## src/rtl/regfile_wb_arbiter.sv

```systemverilog
// Writeback arbiter: round-robin sharing of the register-file write port,
// a one-cycle registered write stage and a per-register busy scoreboard.
module regfile_wb_arbiter #(
  parameter int DATA_W = 16,
  parameter int ADDR_W = 3,
  parameter int NREQ   = 3
) (
  input  logic                   clk,
  input  logic                   reset,
  input  logic [NREQ-1:0]        req_valid,
  input  logic [NREQ*ADDR_W-1:0] req_addr,
  input  logic [NREQ*DATA_W-1:0] req_data,
  output logic [NREQ-1:0]        req_ready,
  input  logic                   rsv_valid,
  input  logic [ADDR_W-1:0]      rsv_addr,
  output logic                   rf_we,
  output logic [ADDR_W-1:0]      rf_waddr,
  output logic [DATA_W-1:0]      rf_wdata,
  output logic [2**ADDR_W-1:0]   busy
);

  localparam int PTR_W = $clog2(NREQ);

  logic [PTR_W-1:0] ptr;
  logic [PTR_W-1:0] cand;
  logic [PTR_W-1:0] gnt_idx;
  logic [PTR_W-1:0] ptr_next;
  logic             gnt_any;

  // Rotating priority search starting at ptr; the write stage never stalls,
  // so a grant depends only on req_valid and the pointer.
  always_comb begin
    req_ready = '0;
    gnt_any   = 1'b0;
    gnt_idx   = '0;
    cand      = '0;
    for (int unsigned k = 0; k < NREQ; k++) begin
      cand = PTR_W'((32'(ptr) + k) % NREQ);
      if (!gnt_any && !reset && req_valid[cand]) begin
        gnt_any = 1'b1;
        gnt_idx = cand;
      end
    end
    if (gnt_any) req_ready[gnt_idx] = 1'b1;
    ptr_next = PTR_W'((32'(gnt_idx) + 32'd1) % NREQ);
  end

  always_ff @(posedge clk) begin
    if (reset) begin
      ptr      <= '0;
      rf_we    <= 1'b0;
      rf_waddr <= '0;
      rf_wdata <= '0;
      busy     <= '0;
    end else begin
      rf_we <= gnt_any;
      if (gnt_any) begin
        ptr      <= ptr_next;
        rf_waddr <= req_addr[gnt_idx*ADDR_W +: ADDR_W];
        rf_wdata <= req_data[gnt_idx*DATA_W +: DATA_W];
      end
      // Retire first, reserve second: a same-edge reservation of the retiring
      // register wins and leaves it busy.
      if (rf_we)     busy[rf_waddr] <= 1'b0;
      if (rsv_valid) busy[rsv_addr] <= 1'b1;
    end
  end

endmodule
```

## config.mk

```make
export PLATFORM = sky130hd
export DESIGN_NAME = regfile_wb_arbiter
export DESIGN_NICKNAME = d
export VERILOG_FILES = /design/src/rtl/regfile_wb_arbiter.sv
export SDC_FILE = /design/constraint.sdc
export NUM_CORES = 1
export LEC_CHECK = 0
export BUFFER_PORTS_ARGS = -buffer_cell sky130_fd_sc_hd__buf_2
export CORE_ASPECT_RATIO = 1.5
export CORE_MARGIN = 8
export CORE_UTILIZATION = 30
export CTS_CLUSTER_DIAMETER = 100
export DETAILED_ROUTE_END_ITERATION = 8
export HOLD_SLACK_MARGIN = 0.05
export PLACE_DENSITY = 0.59
export SLEW_MARGIN = 20
export SYNTH_ARGS = -nofsm -noshare
export SYNTH_HDL_FRONTEND = slang
export SYNTH_SLANG_ARGS = --single-unit
```

## constraint.sdc

```tcl
create_clock -name clk -period 3.95 [get_ports clk]
set_clock_uncertainty 0.15 [all_clocks]
set_input_delay 0.9875 -clock clk [delete_from_list [all_inputs] [get_ports clk]]
set_output_delay 0.9875 -clock clk [all_outputs]
set_load 0.02 [all_outputs]
```

==> results.toml, run 1 <==
[outcome]
status = "completed"

[pwr]
p_per_area_nw_per_um2 = 578
p_switching_mw = 0.562
power.share.clock_pct = 17.4
seqPwrFrac_pct = 33.1
pwr-share-comb_pct = 49.5
p_leak_nw = 1.11
vdd_ir_drop_max_uv = 235
p_int_mw = 0.756
swShare_pct = 42.6

[placement]
place_congestion = 0.884
pre_cts_ws_ns = 0.377
placed_cells = 352
io_buffers = 96
dpl.hpwl_mm = 4.50

[finish]
final_cell_mix = "buf_2, dfxtp_1, nand2_1, nor2_1"
area_growth_pct = 38.0
n_antenna_cell = 0
nets = 358
fin_util_pct = 42.1
fin_cells = 359
drive_gt1_share_pct = 42.2
final_common_cell = "buf_2"
num-fill-cells = 561

[synthesis]
ys_warn_count = 0
synth_flop_cell = "dfxtp_1"
synth_compound_area_share_pct = 32.3
synth_edf_count = 0
synth_top_family_by_area = "compound AO/OA/AOI/OAI gates"
synthMuxAreaShare_pct = 2.12
synth_adder_area_share_pct = 2.27
synth_fp_nets = 263
netlist_area_um2 = 1650
synthXorXnorAreaFrac_pct = 0
async_reset_ff_share_pct = 0
syn_area_per_cell_um2 = 8.51
yosysUniqueCellTypes = 43
yosys.area_share.simple_pct = 22.0
syn_inst = 194
synth_seq_area_share_pct = 36.4
ys_ff_latch = 30

[grt]
grt_start_max_net_pins = 20
antenna_found_initial = 0
grt_pass1_wl_mm = 9.07
gr-total-overflow = 0
grt_pass1_vias = 1870
grtUsageTotal_pct = 13.6

[sta]
timing.fmax_mhz = 264
timing.final.ws_setup_ns = 0.165
finalSetupViolCount = 0
hold_viol_final = 0
fin_crit_sh_pct = 95.8
rsz0062_at_grt = "no"
fin_setup_tns_ns = 0
layout_min_cycle_time_ns = 3.79
slew_viol_final = 0
max-slew-margin-rel_pct = 50.6
worst_pin_slew_ns = 0.739

[clock_tree]
clkSinkCount = 30
cts_resized = 0
post_cts_buffers = 0
cts_hold_buf = 0
cts.clk_slew.worst_paths_ns = 0.07
worstSkewPairLatency_ns = 0.28
numCtsBuffers = 5
cts_tree = "built"
cts-root-buf = "clkbuf_8"
ctsHtreeMaxLevel = 2
cts_max_path_buffers = 2

[floorplan]
ios = 97
coreArea_um2 = 5410
die_y_um = 107
rows = 33
die_x_um = 76.6
die_area_um2 = 8180
initial_core_util_pct = 30.5

[route]
drt_iter0_markers = 99
drt-vias-per-instance = 5.16
ant_nets = 0
drc = 0
wl_mm = 5.75
wl_per_cell_um = 16.0
drt_pass1_iterations = 4
routed-via-count = 1853

[worst_setup_path]
cp_max_fo = 10
timing.critical_path.max_delay_family = "compound AO/OA/AOI/OAI gates"
required_ns = 2.81
worstReg2RegStart = "ptr[0]"
critical_path_arrival_ns = 2.65
cp_slowest_stage_delay_ns = 0.60
path_cells = "inv_1 -> ha_1 -> nor2b_1 -> o21ai_1 -> nand3_2 -> o31ai_2 -> buf_2"
critical_path_class = "flop to output pin"
startpoint_type = "flop"
cp_slowest_cell = "o31ai_2"
endpoint_kind = "output pin"
cp_num_buf_inv = 2
setup.worst_path.start = "ptr[0]"

[hold_path]
min-delay-start = "busy[0]"
hold_path.class = "flop to flop"

[run]
cap_violations = 0
Yosys cell counts, drive strengths merged, types with 3 or more instances:
cell	count	area, um^2
a21oi	11	58.8
a22o	5	43.8
dfxtp	30	601
inv	5	18.8
or2	3	18.8
clkbuf	8	30.0
a211oi	14	105
nand3	5	30.0
nor2	19	71.3
o31ai	3	27.5
nand2	22	82.6
nor2b	9	56.3
o21ai	9	48.8
a221oi	14	123
a221o	5	50.1
nand2b	4	25.0
nand3b	3	35.0
buf	5	32.5
ha	3	37.5
power groups by stage:
stage	clock, mW	sequential [mW]	combinational (mW)
floorplan	0	0.525	0.361
global placement	0	0.443	0.661
detailed placement	0	0.443	0.657
CTS	0.239	0.437	0.658
global route	0.254	0.447	0.717
finish	0.229	0.436	0.652
worst reg2reg max path: stages, from the launching register on:
cell and delay [ns]:
dfxtp_1 0.39, inv_1 0.06, ha_1 0.47, nor2b_1 0.11, o21ai_1 0.30, nand3_2 0.15, o31ai_2 0.60, a22o_1 0.25
a221o_1 0.10
metrics by stage:
stage / instance area, um^2 / hold WS (ns) / total power, mW
finish: 2280 / 0.322 / 1.32
detailed placement: 2200 / 0.318 / 1.10
floorplan: 1650 / 0.335 / 0.887
CTS: 2280 / 0.327 / 1.33
global route: 2280 / 0.346 / 1.42
global placement: 2200 / 0.308 / 1.10
final timing paths:
| path | endpoint | depth (start not counted) | slack (ns) |
|---|---|---|---|
| hold reg to reg | busy[0] | 2 | 0.32 |
| setup / recovery | req_ready[1] | 7 | 0.16 |
| hold / removal | busy[0] | 2 | 0.32 |
| setup reg to reg | rf_wdata[1] | 8 | 1.31 |
cell type report:
cell class	instances	area [um^2]	share of cell area, %
repair buffers	101	518	22.7
flip-flops and latches	30	601	26.3
clock inverters	2	10.0	0.439
well taps	70	87.6	3.84
inverters	5	18.8	0.823
multi-input cells	146	976	42.8
clock buffers	5	68.8	3.02
sequential cells by signal, indices dropped and copies added (netlist names):
signal,cells
rf_wdata,16
rf_waddr,3
rf_we,1
ptr,2
busy,8
metal layers:
metal / up-vias / track usage (%) / wire [um] / share of wire [%]
met3: 7 / 3.77 / 331 / 5.8
li1: 915 / - / - / -
met2: 74 / 24.6 / 2980 / 52
met5: - / 0 / 0 / 0
met4: 0 / 5.39 / 102 / 1.8
met1: 857 / 14.5 / 2340 / 41
cell families after synthesis:
family                   count (synthesis)
AND/OR/NAND/NOR                         71
AO/OA/AOI/OAI                           69
flip-flops                              30
buffers and inverters                   18
multiplexers                             3
adder cells (fa/ha/maj)                  3
No activity file was read; power rests on OpenSTA's default activity.
==> inputs of run 2 (changes only) <==
GPL_ROUTABILITY_DRIVEN = 0   (was unset)
SETUP_SLACK_MARGIN = 0.5   (was unset)
==> run 2 against run 1 <==
Net effect: die area did not move; highest routed layer unchanged; setup slack better by 0.38 ns; critical endpoint is now req_ready[0]; non-clock buffer count grew 3; core utilization is 1.8 points higher; global-route usage up 0.45 points.
==> results.toml, run 2 (synthesis results as in run 1) <==
[outcome]
status = "completed"

[worst_setup_path]
required_ns = 2.81
r2r_end = "rf_wdata[9]"
critPathMostFrequentCell = "buf_6"
path_cells = "buf_6 -> or2_4 -> o22ai_4 -> nand4_1 -> mux2_4 -> and2_4 -> buf_6"
reg2reg_depth = 9
critical_path_class = "input port to output pin"
cp_max_fo = 11
startpoint_type = "input port"
rrSetupSlack_ns = 1.41
cp_slowest_cell = "mux2_4"
endpoint_kind = "output pin"
worstReg2RegStart = "ptr[0]"
critical_path_arrival_ns = 2.27
cp_slowest_stage_delay_ns = 0.33

[placement]
io_buffers = 96
dpl.hpwl_mm = 4.49
place_area_um2 = 2200
pre_cts_ws_ns = 0.394
placed_cells = 352

[clock_tree]
numCtsBuffers = 5
clkSinkCount = 30
cts.clk_slew.worst_paths_ns = 0.06
cts_tree = "built"
cts_max_path_buffers = 2
worstSkewPairLatency_ns = 0.27
cts-root-buf = "clkbuf_8"
ctsHtreeMaxLevel = 2

[finish]
drive_gt1_share_pct = 43.8
stdcell_area_um2 = 2370
n_antenna_cell = 0
fin_util_pct = 43.9
area_growth_pct = 43.8
fin_cells = 362
largest_reg_flops = 16
final_cell_mix = "buf_2, dfxtp_1, nand2_1, nor2_1"
nets = 361
reg.largest.list = "rf_wdata (16), busy (8), rf_waddr (3)"
final_common_cell = "buf_2"
regMostFlops = "rf_wdata"

[sta]
layout_min_cycle_time_ns = 3.41
timing.final.ws_setup_ns = 0.543
max-slew-margin-rel_pct = 50.6
rsz0062_at_grt = "no"
worst_pin_slew_ns = 0.738
slew_viol_final = 0
hold_viol_final = 0
timing.fmax_mhz = 294
fin_setup_tns_ns = 0
finalSetupViolCount = 0
hold_slack_ns = 0.326
fin_crit_sh_pct = 86.3

[route]
wl_per_cell_um = 16.5
drc = 0
wl_met2_mm = 3.10
routed-via-count = 1871
drt_pass1_iterations = 4
wl_mm = 5.96
drt-vias-per-instance = 5.17
met3_length_um = 422
highest_layer = "met4"
ant_nets = 0
drt_iter0_markers = 96
wl_met1_mm = 2.32

[floorplan]
die_x_um = 76.6
ios = 97
coreArea_um2 = 5410
die_y_um = 107
die_area_um2 = 8180
initial_core_util_pct = 30.5
rows = 33

[grt]
grt_pass1_vias = 1897
grtUsageTotal_pct = 14.0
antenna_found_initial = 0
gr-total-overflow = 0
grt_pass1_wl_mm = 9.42
grt_start_max_net_pins = 20

[pwr]
finalPower_mw = 1.38
p_leak_nw = 1.12
vdd_ir_drop_max_uv = 211
p_per_area_nw_per_um2 = 579

[run]
cap_violations = 0

[hold_path]
min_path_cells = 2
min-delay-start = "busy[0]"
worstHoldEndpoint = "busy[0]"
hold_path.class = "flop to flop"
[run 2: worst max path at each step]
stage	from	cells after the start	to	slack, ns
finish	reset	7	req_ready[0]	0.54
detailed placement	reset	7	req_ready[0]	0.39
global placement	reset	7	req_ready[0]	0.40
CTS	req_valid[1]	7	req_ready[0]	0.51
global route	reset	7	req_ready[0]	0.52
floorplan	reset	6	req_ready[0]	0.66
[run 2: metal layers]
metal  GRT usage, %  vias to the layer above
met5              0                        -
met4           5.80                        0
met3           4.36                       10
met2           24.3                       76
met1           15.6                      861
li1               -                      924
[run 2: timing repair]
| item | in CTS | in global routing |
|---|---|---|
| setup buffers | 0 | 3 |
| hold buffers | 0 | 0 |
| cloned | 0 | 0 |
| endpoints found under the setup margin | 2 | 2 |
| resized for setup | 10 | 7 |
| endpoints found under the hold margin | 0 | 0 |
| pin swaps | 2 | 6 |
[run 2: layout make-up]
class / count / area (um^2)
fill: 552 / 3030
multi-input combinational: 146 / 1040
sequential: 30 / 601
timing repair buffer: 104 / 556
tap: 70 / 87.6
clock buffer: 7 / 76.3
inverter: 5 / 18.8
[run 2: where the power goes]
| group | switching [mW] | internal [mW] |
|---|---|---|
| combinational | 0.419 | 0.293 |
| sequential | 0.0555 | 0.382 |
| clock | 0.105 | 0.121 |
| total | 0.580 | 0.796 |
[run 2: critical path: cells and delay by family]
family,cells,cell delay [ns]
AO/OA/AOI/OAI,1,0.14
buffers and inverters,2,0.25
AND/OR/NAND/NOR,3,0.55
multiplexers,1,0.33
